**src/rtl/psum_adder_node_pkg.sv**
```systemverilog
// Shared packet-field offsets, type codes, PE/adder addresses and the PE source decode
// used by the psum adder node.
package psum_adder_node_pkg;

  localparam int SRC_LSB  = 60;
  localparam int DST_LSB  = 56;
  localparam int TYPE_LSB = 54;
  localparam int IDX_LSB  = 17;
  localparam int FLAG_BIT = 16;
  localparam int IDX_W    = 5;

  typedef enum logic [1:0] {
    PKT_IFMAP  = 2'b00,
    PKT_FILTER = 2'b01,
    PKT_PSUM   = 2'b10,
    PKT_RESULT = 2'b11
  } pktType_e;

  localparam logic [3:0] PE0_ADDR    = 4'b0000;
  localparam logic [3:0] PE1_ADDR    = 4'b0001;
  localparam logic [3:0] PE2_ADDR    = 4'b0010;
  localparam logic [3:0] PE3_ADDR    = 4'b0011;
  localparam logic [3:0] PE4_ADDR    = 4'b1001;
  localparam logic [3:0] ADDER_ADDR  = 4'b0100;
  localparam logic [3:0] NEURON_ADDR = 4'b1111;

  typedef struct packed {
    logic       valid;
    logic [2:0] idx;
  } srcDec_t;

  function automatic srcDec_t decodeSrc(input logic [3:0] src);
    srcDec_t d;
    d.valid = 1'b1;
    d.idx   = 3'd0;
    case (src)
      PE0_ADDR: d.idx = 3'd0;
      PE1_ADDR: d.idx = 3'd1;
      PE2_ADDR: d.idx = 3'd2;
      PE3_ADDR: d.idx = 3'd3;
      PE4_ADDR: d.idx = 3'd4;
      default:  d.valid = 1'b0;
    endcase
    return d;
  endfunction

endpackage

```
**src/rtl/psum_adder_node_if.sv**
```systemverilog
// Inbound psum and outbound result packet handshakes of the psum adder node.
interface psum_adder_node_if #(
  parameter int PACKET_WIDTH = 64
);

  logic                    in_valid;
  logic                    in_ready;
  logic [PACKET_WIDTH-1:0] in_data;
  logic                    out_valid;
  logic                    out_ready;
  logic [PACKET_WIDTH-1:0] out_data;
  logic                    err_drop;

  modport master (
    output in_valid, in_data, out_ready,
    input  in_ready, out_valid, out_data, err_drop
  );

  modport slave (
    input  in_valid, in_data, out_ready,
    output in_ready, out_valid, out_data, err_drop
  );

endinterface

```
**src/rtl/psum_window_entry.sv**
```systemverilog
// One accumulation-window entry: running psum total plus the mask of sources that
// have contributed to it.
module psum_window_entry
  import psum_adder_node_pkg::*;
#(
  parameter int PSUM_WIDTH = 13,
  parameter int SUM_WIDTH  = 16,
  parameter int NUM_SRC    = 5
) (
  input  logic                  clk,
  input  logic                  rst_n,
  input  logic                  add,
  input  logic [PSUM_WIDTH-1:0] addVal,
  input  logic [NUM_SRC-1:0]    addMask,
  input  logic                  clear,
  output logic [SUM_WIDTH-1:0]  sum,
  output logic                  complete
);

  logic [NUM_SRC-1:0] mask;

  always_ff @(posedge clk or negedge rst_n) begin
    if (!rst_n) begin
      sum  <= '0;
      mask <= '0;
    end else if (clear) begin
      sum  <= '0;
      mask <= '0;
    end else if (add) begin
      sum  <= sum + SUM_WIDTH'(addVal);
      mask <= mask | addMask;
    end
  end

  assign complete = &mask;

endmodule

```
**src/rtl/psum_adder_node.sv**
```systemverilog
// Sums the five row psums of each output position and emits results in output order.
// Build option: PSUM_ADDER_SPIKE_EN sets result bit16 when the sum reaches THRESHOLD.
module psum_adder_node
  import psum_adder_node_pkg::*;
#(
  parameter int                    PACKET_WIDTH    = 64,
  parameter int                    ADDR_WIDTH      = 4,
  parameter int                    PSUM_WIDTH      = 13,
  parameter int                    SUM_WIDTH       = 16,
  parameter int                    NUM_SRC         = 5,
  parameter int                    OUTPUTS_PER_ROW = 21,
  parameter int                    DEPTH           = 4,
  parameter logic [ADDR_WIDTH-1:0] NODE_ADDR       = ADDER_ADDR,
  parameter logic [ADDR_WIDTH-1:0] DEST_ADDR       = NEURON_ADDR,
  parameter logic [15:0]           THRESHOLD       = 16'd64
) (
  input logic               clk,
  input logic               rst_n,
  psum_adder_node_if.slave  bus
);

  localparam int PTR_W = $clog2(DEPTH);
  localparam int CNT_W = $clog2(DEPTH + 1);

`ifdef PSUM_ADDER_SPIKE_EN
  localparam bit SPIKE_EN = 1'b1;
`else
  localparam bit SPIKE_EN = 1'b0;
`endif

  srcDec_t            dec;
  logic               pktOk;
  logic               readyEn;
  logic               accept;
  logic               dropHit;
  logic               retire;
  logic [CNT_W-1:0]   leadCnt [NUM_SRC];
  logic [CNT_W-1:0]   leadSel;
  logic [NUM_SRC-1:0] incVec;
  logic [NUM_SRC-1:0] srcHot;
  logic [PTR_W-1:0]   headPtr;
  logic [PTR_W-1:0]   slot;
  logic [IDX_W-1:0]   outIdx;
  logic [DEPTH-1:0]   addVec;
  logic [DEPTH-1:0]   clrVec;
  logic [DEPTH-1:0]   entComplete;
  logic [SUM_WIDTH-1:0]    entSum [DEPTH];
  logic [SUM_WIDTH-1:0]    headSum;
  logic                    headComplete;
  logic [PACKET_WIDTH-1:0] resultPkt;
  logic                    outValidQ;
  logic [PACKET_WIDTH-1:0] outDataQ;
  logic                    errDropQ;
  logic                    unusedPayload;

  assign dec   = decodeSrc(bus.in_data[SRC_LSB +: 4]);
  assign pktOk = dec.valid
               && (bus.in_data[TYPE_LSB +: 2] == PKT_PSUM)
               && (bus.in_data[DST_LSB +: ADDR_WIDTH] == NODE_ADDR);
  assign leadSel = leadCnt[dec.idx];
  assign unusedPayload = ^bus.in_data[TYPE_LSB-1:PSUM_WIDTH];

  // Ready depends only on the packet header and window occupancy, never on in_valid.
  assign bus.in_ready = readyEn && (!pktOk || (leadSel < CNT_W'(DEPTH)));
  assign accept       = bus.in_valid && bus.in_ready && pktOk;
  assign dropHit      = bus.in_valid && bus.in_ready && !pktOk;

  assign slot         = headPtr + leadSel[PTR_W-1:0];
  assign srcHot       = NUM_SRC'(1) << dec.idx;
  assign headSum      = entSum[headPtr];
  assign headComplete = entComplete[headPtr];
  assign retire       = headComplete && (!outValidQ || bus.out_ready);

  always_comb begin
    addVec = '0;
    clrVec = '0;
    incVec = '0;
    for (int e = 0; e < DEPTH; e++) begin
      addVec[e] = accept && (slot == PTR_W'(e));
      clrVec[e] = retire && (headPtr == PTR_W'(e));
    end
    for (int k = 0; k < NUM_SRC; k++) begin
      incVec[k] = accept && (dec.idx == 3'(k));
    end
  end

  for (genvar e = 0; e < DEPTH; e++) begin : gEntry
    psum_window_entry #(
      .PSUM_WIDTH (PSUM_WIDTH),
      .SUM_WIDTH  (SUM_WIDTH),
      .NUM_SRC    (NUM_SRC)
    ) u_entry (
      .clk      (clk),
      .rst_n    (rst_n),
      .add      (addVec[e]),
      .addVal   (bus.in_data[PSUM_WIDTH-1:0]),
      .addMask  (srcHot),
      .clear    (clrVec[e]),
      .sum      (entSum[e]),
      .complete (entComplete[e])
    );
  end

  always_comb begin
    resultPkt                      = '0;
    resultPkt[SRC_LSB +: ADDR_WIDTH] = NODE_ADDR;
    resultPkt[DST_LSB +: ADDR_WIDTH] = DEST_ADDR;
    resultPkt[TYPE_LSB +: 2]       = PKT_RESULT;
    resultPkt[IDX_LSB +: IDX_W]    = outIdx;
    resultPkt[FLAG_BIT]            = SPIKE_EN && (headSum >= SUM_WIDTH'(THRESHOLD));
    resultPkt[0 +: 16]             = 16'(headSum);
  end

  // A simultaneous accept and retire for the same source leaves its lead unchanged.
  always_ff @(posedge clk or negedge rst_n) begin
    if (!rst_n) begin
      for (int k = 0; k < NUM_SRC; k++) leadCnt[k] <= '0;
    end else begin
      for (int k = 0; k < NUM_SRC; k++) begin
        if (incVec[k] && !retire)      leadCnt[k] <= leadCnt[k] + CNT_W'(1);
        else if (!incVec[k] && retire) leadCnt[k] <= leadCnt[k] - CNT_W'(1);
      end
    end
  end

  always_ff @(posedge clk or negedge rst_n) begin
    if (!rst_n) begin
      readyEn   <= 1'b0;
      headPtr   <= '0;
      outIdx    <= '0;
      outValidQ <= 1'b0;
      outDataQ  <= '0;
      errDropQ  <= 1'b0;
    end else begin
      readyEn  <= 1'b1;
      errDropQ <= dropHit;
      if (retire) begin
        headPtr   <= headPtr + PTR_W'(1);
        outIdx    <= (outIdx == IDX_W'(OUTPUTS_PER_ROW - 1)) ? '0 : outIdx + IDX_W'(1);
        outValidQ <= 1'b1;
        outDataQ  <= resultPkt;
      end else if (bus.out_ready) begin
        outValidQ <= 1'b0;
      end
    end
  end

  assign bus.out_valid = outValidQ;
  assign bus.out_data  = outDataQ;
  assign bus.err_drop  = errDropQ;

endmodule

```
**src/flat_wrapper.sv**
```systemverilog
// flat-port wrapper written by rule: the top's interface ports become plain ports
module psum_adder_node_flat import psum_adder_node_pkg::*;
#(
  parameter int                    PACKET_WIDTH    = 64,
  parameter int                    ADDR_WIDTH      = 4,
  parameter int                    PSUM_WIDTH      = 13,
  parameter int                    SUM_WIDTH       = 16,
  parameter int                    NUM_SRC         = 5,
  parameter int                    OUTPUTS_PER_ROW = 21,
  parameter int                    DEPTH           = 4,
  parameter logic [ADDR_WIDTH-1:0] NODE_ADDR       = ADDER_ADDR,
  parameter logic [ADDR_WIDTH-1:0] DEST_ADDR       = NEURON_ADDR,
  parameter logic [15:0]           THRESHOLD       = 16'd64
)
  (clk, rst_n, bus_in_valid, bus_in_data, bus_out_ready, bus_in_ready, bus_out_valid, bus_out_data, bus_err_drop);
  psum_adder_node_if #(.PACKET_WIDTH(PACKET_WIDTH)) bus_i ();
  input logic clk;
  input logic rst_n;
  input wire logic [$bits(bus_i.in_valid)-1:0] bus_in_valid;
  input wire logic [$bits(bus_i.in_data)-1:0] bus_in_data;
  input wire logic [$bits(bus_i.out_ready)-1:0] bus_out_ready;
  output wire logic [$bits(bus_i.in_ready)-1:0] bus_in_ready;
  output wire logic [$bits(bus_i.out_valid)-1:0] bus_out_valid;
  output wire logic [$bits(bus_i.out_data)-1:0] bus_out_data;
  output wire logic [$bits(bus_i.err_drop)-1:0] bus_err_drop;
  assign bus_i.in_valid = bus_in_valid;
  assign bus_i.in_data = bus_in_data;
  assign bus_i.out_ready = bus_out_ready;
  assign bus_in_ready = bus_i.in_ready;
  assign bus_out_valid = bus_i.out_valid;
  assign bus_out_data = bus_i.out_data;
  assign bus_err_drop = bus_i.err_drop;
  psum_adder_node #(.PACKET_WIDTH(PACKET_WIDTH), .ADDR_WIDTH(ADDR_WIDTH), .PSUM_WIDTH(PSUM_WIDTH), .SUM_WIDTH(SUM_WIDTH), .NUM_SRC(NUM_SRC), .OUTPUTS_PER_ROW(OUTPUTS_PER_ROW), .DEPTH(DEPTH), .NODE_ADDR(NODE_ADDR), .DEST_ADDR(DEST_ADDR), .THRESHOLD(THRESHOLD)) u_core (.clk(clk), .rst_n(rst_n), .bus(bus_i));
endmodule
```
**config.mk**
```make
export PLATFORM = sky130hd
export DESIGN_NAME = psum_adder_node_flat
export DESIGN_NICKNAME = d
export VERILOG_FILES = /design/src/rtl/psum_adder_node_pkg.sv /design/src/rtl/psum_adder_node_if.sv /design/src/rtl/psum_window_entry.sv /design/src/rtl/psum_adder_node.sv /design/src/flat_wrapper.sv
export SDC_FILE = /design/constraint.sdc
export NUM_CORES = 1
export LEC_CHECK = 0
export BUFFER_PORTS_ARGS = -buffer_cell sky130_fd_sc_hd__buf_2
export CAP_MARGIN = 20
export CORE_UTILIZATION = 40
export DETAILED_ROUTE_END_ITERATION = 12
export PLACE_DENSITY_LB_ADDON = 0.08
export REMOVE_ABC_BUFFERS = 1
export SYNTH_ARGS = -nofsm -noshare
export SYNTH_HDL_FRONTEND = slang
export SYNTH_SLANG_ARGS = --single-unit
```
**constraint.sdc**
```tcl
create_clock -name clk -period 3.7 [get_ports clk]
set_input_delay 0.74 -clock clk [delete_from_list [all_inputs] [get_ports clk]]
set_output_delay 0.74 -clock clk [all_outputs]
set_load 0.05 [all_outputs]
```
### Word-level counts from Yosys, hierarchy flattened

Index checks and enable logic that the tools add are counted.

* register bits after elaboration: 131
* bits of input ports: 68
* output and inout bits: 67
* logic and storage cells: 162

* add/subtract/negate cells: 17
* $lt $le $gt $ge: 4
* eq/ne operators: 17
* shift-type cells: 1
* muxes and demuxes: 39
* bitwise gates (word level): 6
* reduce and logical (&&, ||, !) cells: 59

Operator list (count)
* 16-bit 2-to-1 mux: 10
* 16-bit by 13-bit adder with 16-bit output: 4
* 5-bit 2-to-1 mux: 9
* 3-bit 2-to-1 mux: 12
* 16-bit binary-select mux with 2-bit select: 1
* 1-bit logical AND: 30
* 5-bit OR: 4
* 5-bit AND reduction: 4
* 2-bit nonzero test: 10
* 3-bit by 1-bit adder with 3-bit output (second input constant): 5
* 3-bit by 1-bit subtractor with 3-bit output (second input constant): 5
* 3-bit case mux with 4 select lines: 1
* 2-bit equality test (second input constant): 5
* 3-bit binary-select mux with 3-bit select: 1
* 4-bit by 2-bit equality test with 1-bit output (second input constant): 2
* 1-bit logical NOT: 8
* 3-bit by 2-bit equality test with 1-bit output (second input constant): 2
* 5-bit by 1-bit adder with 5-bit output (second input constant): 1
* 5-bit equality test (second input constant): 1
* 5-bit OR reduction: 1
* 1-bit by 3-bit left shift with 5-bit output (first input constant): 1
* 2-bit by 1-bit equality test with 1-bit output (second input constant): 2
* 4-bit by 1-bit equality test with 1-bit output (second input constant): 1
* 4-bit by 3-bit equality test with 1-bit output (second input constant): 1
* 17 further kinds: 22

### Logic depth before layout (Yosys ltp)

* word-level depth: 16
* depth in mapped cells: 15
* depth with buffers taken out: 12

### By module

A second synthesis with hierarchy kept.

* cells, all modules: 969
* area total of the unflattened synthesis: 9236.4 um2

Modules (own cells, without submodules)
* psum_adder_node: times used 1, cells an instance 315, area an instance 3258.1 um2
* psum_window_entry at u_core.gEntry[0].u_entry ...: times used 2, cells an instance 166, area an instance 1506.4 um2
* psum_window_entry at u_core.gEntry[2].u_entry ...: times used 2, cells an instance 161, area an instance 1482.7 um2

### Worst setup path after synthesis

Ideal clock, no wire load.

* path type: input-to-reg
* from: in bus_in_data[54]
* to: reg u_core.leadCnt[11] in the netlist's numbering
* library setup time: 0.079 ns
* arrival time: 3.203 ns
* data required time: 3.621 ns
* slack: 0.418 ns
* cell stages on the path: 11
* buffers on the path: 0
* cells stage by stage: or4b_4 > or2_2 > a211oi_1 > and4_1 > and2_1 > ha_1 > inv_1 > fa_1 > xor2_1 > nor2_1 > xor2_1

* cells in the longest elaborated chain, start to end: 12
* elaborated cells between the ends (all ways): 14
* classes of those cells: eq/ne: 1; mux: 1; reduce/logical: 12

Ends and longest elaborated chain
* start, declared: line flat_wrapper.sv:20 `input wire logic [$bits(bus_i.in_data)-1:0] bus_in_data;`
* 2-bit equality test *: line psum_adder_node.sv:58 `&& (bus.in_data[TYPE_LSB +: 2] == PKT_PSUM)`
* 1-bit logical AND *: line psum_adder_node.sv:58
* 1-bit logical AND *: line psum_adder_node.sv:59 `&& (bus.in_data[DST_LSB +: ADDR_WIDTH] == NODE_ADDR);`
* 1-bit logical NOT: line psum_adder_node.sv:64 `assign bus.in_ready = readyEn && (!pktOk || (leadSel < CNT_W'(DEPTH)));`
* 1-bit logical OR: line psum_adder_node.sv:64
* 1-bit logical AND: line psum_adder_node.sv:64
* 1-bit logical AND: line psum_adder_node.sv:65 `assign accept = bus.in_valid && bus.in_ready && pktOk;`
* 1-bit logical AND *: line psum_adder_node.sv:65
* 1-bit logical AND *: line psum_adder_node.sv:83 `incVec[k] = accept && (dec.idx == 3'(k));`
* 1-bit logical NOT: line psum_adder_node.sv:121 `else if (!incVec[k] && retire) leadCnt[k] <= leadCnt[k] - CNT_W'(1);`
* 1-bit logical AND: line psum_adder_node.sv:121
* 2-bit nonzero test (no line)
* end signal, assigned by index: line psum_adder_node.sv:120 `if (incVec[k] && !retire) leadCnt[k] <= leadCnt[k] + CNT_W'(1);`
* end signal, assigned by index: line psum_adder_node.sv:121
* end, declared: line psum_adder_node.sv:37 `logic [CNT_W-1:0] leadCnt [NUM_SRC];`

Every way passes the cells marked *; elsewhere a longest branch is shown, timed or not.
A chain may end at the register's enable or synchronous reset.

### Worst setup path in the final report

* from: in bus_in_data[54]
* to: reg u_core.leadCnt[14] in the netlist's numbering

Same word-level chain as after synthesis.

==> results.yml <==
drt:
  drt-total-wl_um: 24100
  antenna_left: 0
  via_count: 7176
  met2_length_um: 11100
  drt_iter0_markers: 398
  dr_wl_met3_um: 729
  wl_met1_um: 11700
  avgRoutedWirePerCell_um: 18.6
  top_layer_used: "met4"
  drcViolationCount: 6
  dr.pass1.iters: 11
  vias_per_cell: 5.53
grt:
  grt_pass1_vias: 7081
  grt_max_degree: 53
  grt_pass1_wl_um: 39000
  antenna_found_initial: 0
  track_usage: 0.217
  overflow: 0
synth:
  ys_warn_count: 0
  netlist_instances: 933
  yosysTopAreaCell: "dfrtp_1"
  yosys_most_used_dff: "dfrtp_1"
  ys_types: 76
  synth_seq_area_share: 0.363
  netlist_area_sq_um: 9040
  synth_area_leaders: "dfrtp_1, ha_1, a21oi_1, nand2_1, mux4_2"
  yosys.area.top_type_share: 0.363
  synth-seq-cells: 131
  synth_area_per_cell_sq_um: 9.69
  async_reset_ff_frac: 1.00
  synth_edf_count: 0
cts:
  post_cts_buffers: 0
  cts.sink_count: 131
  cts_resized: 0
  cts.clk_slew.worst_paths_ns: 0.06
  postCtsHoldBufs: 0
  cts_max_level: 4
  max-clock-path-buffers: 2
  clockRootBuffer: "clkbuf_16"
  cts_tree: "done"
  clock_latency_ns: 0.43
  cts_buffers: 17
floorplan:
  die_h_um: 152
  start_util: 0.412
  pin_count: 135
  core_area_sq_um: 22000
  rows: 54
  die_x_um: 152
  die-area_sq_um: 23200
pwr:
  ir_drop_uv: 224
  leakage_nw: 4.80
  finalPower_mw: 3.58
  cellPowerDensity_nw_per_um2: 348
sta:
  fin_crit_sh: 0.860
  fin_tns_setup_ns: 0
  slew_headroom: 0.501
  setup_viol: 0
  fmax_ghz: 0.314
  drv_slew: 0
  setup_ws_ns: 0.518
  hold_violations: 0
  rsz0062_at_grt: "no"
  min_period_ns: 3.18
  worstMarginPinSlew_ns: 0.740
  fin_skew_ns: 0.0143
cells_and_area:
  fill_cells: 2091
  antenna_cells: 0
  design_area_sq_um: 10300
  final_util: 0.468
  multi_input_area_sq_um: 5380
  drive_above_1_share: 0.187
  area_growth_pct: 13.8
  register_area_sq_um: 3280
  final_net_count: 1146
worst_setup_path:
  r2r_cells: 10
  cp-startpoint: "bus_in_data[54]"
  critical_path.startpoint_type: "input port"
  endpoint: "u_core.leadCnt[14]$_DFFE_PN0P_"
  r2r-end: "u_core.gEntry[2].u_entry.sum[15]$_DFFE_PN0P_"
  critPathCaptureType: "flip-flop"
  crit_required_ns: 4.05
  r2r-start: "u_core.leadCnt[6]$_DFFE_PN0P_"
  criticalPathCategory: "in -> reg"
  rrSetupSlack_ns: 0.64
  worstPathArrival_ns: 3.53
  critPathMaxFanout: 4
placement:
  dp_slack_ns: 0.0750
  portBuffers: 57
  postPlaceCellArea_sq_um: 9650
  post-dp-hpwl_um: 17800
  place_congestion: 0.843
outcome:
  outcome: "finished, violations left"
  violations: "design-rule violations"
job:
  drv_cap: 0
hold_path:
  holdCritPathClass: "in -> async"
## metal layers
layer / vias to the layer above / track usage
li1: 3498 / -
met1: 3484 / 0.295
met2: 158 / 0.347
met3: 36 / 0.0338
met4: 0 / 0.0879
met5: - / 0
## sequential cells by signal, summed over array words and instances (netlist names)
signal,flops
u_core.bus.err_drop,1
u_core.gEntry.u_entry.mask,20
u_core.headPtr,2
u_core.gEntry.u_entry.sum,64
u_core.bus.out_valid,1
u_core.outIdx,5
u_core.leadCnt,15
u_core.bus.out_data,22
u_core.readyEn,1
## cells in the mapped netlist (8+ instances only)
| library cell | instances |
|---|---|
| dfrtp_1 | 131 |
| nand2_1 | 112 |
| a21oi_1 | 90 |
| ha_1 | 64 |
| nor2_1 | 62 |
| buf_4 | 44 |
| o21ai_0 | 38 |
| xnor2_1 | 24 |
| mux2_2 | 23 |
| xor2_1 | 23 |
| inv_1 | 22 |
| mux4_2 | 17 |
| a21o_1 | 15 |
| nand3_1 | 15 |
| nor3_1 | 15 |
| clkbuf_1 | 14 |
| o211ai_1 | 14 |
| buf_2 | 13 |
| a211o_1 | 12 |
| a211oi_1 | 12 |
| nand4_1 | 10 |
| or2_2 | 10 |
| fa_1 | 9 |
| o21bai_1 | 9 |
| a22o_1 | 8 |
| and3_1 | 8 |
| nand2b_1 | 8 |
| or3_1 | 8 |
## per-stage QoR
| stage | cells | hold slack [ns] |
|---|---|---|
| floorplan | 895 | 0.436 |
| global placement | 1266 | 0.456 |
| detailed placement | 1266 | 0.459 |
| CTS | 1298 | 0.250 |
| global route | 1298 | 0.267 |
| finish | 1298 | 0.241 |
## where the power goes
part / switching [mW] / leakage [nW] / internal [mW]
combinational: 0.227 / 2.79 / 0.0805
clock: 0.668 / 0.299 / 1.16
sequential: 0.00569 / 1.71 / 1.44
## worst max-delay path, stage by stage
cell and delay [ns]:
buf_2 0.10, or4b_4 0.54, or2_2 0.30, a211oi_1 0.33, and4_1 0.32, and2_1 0.14, ha_1 0.17, inv_1 0.07
fa_1 0.40, xor2_1 0.17, nor2_1 0.12, xor2_1 0.14
## cell type report
type	instances	area share
Multi-Input combinational cell	742	0.523
Timing Repair Buffer	91	0.0544
Clock buffer	20	0.0444
Tap cell	280	0.0341
Inverter	22	0.00803
Clock inverter	12	0.0173
Sequential cell	131	0.319
## logic make-up after synthesis
logic type,share of synthesized area
AOI/OAI and AO/OA,0.188
xor gates and xnor gates,0.0455
adders and majority gates,0.109
buffers and inverters,0.0595
DFF,0.363
muxes,0.0822
other,0.000831
and+or+nand+nor,0.153
## worst min-delay path by stage
stage / to / cells after the start / slack, ns
finish: u_core.leadCnt[11]$_DFFE_PN0P_ / 1 / 0.24
detailed placement: u_core.bus.out_data[20]$_DFFE_PN0P_ / 2 / 0.46
global placement: u_core.bus.out_data[20]$_DFFE_PN0P_ / 2 / 0.46
floorplan: u_core.bus.err_drop$_DFF_PN0_ / 0 / 0.44
CTS: u_core.leadCnt[11]$_DFFE_PN0P_ / 1 / 0.25
global route: u_core.leadCnt[11]$_DFFE_PN0P_ / 1 / 0.27
## layout by cell type (no fill, tap or decap), types with 9 or more instances in the layout
cell type,count
o21bai_1,9
a21o_1,15
a21oi_1,90
nand2_1,112
ha_1,64
a211oi_1,12
clkbuf_16,17
buf_2,56
buf_4,33
inv_1,22
or2_2,10
xnor2_1,24
nand3_1,15
fa_1,9
nor3_1,14
o211ai_1,14
dfrtp_1,131
nand4_1,10
o21ai_0,38
a211o_1,12
mux2_2,23
mux4_2,17
conb_1,37
nor2_1,62
xor2_1,23
No activity file was read; power rests on OpenSTA's default activity.
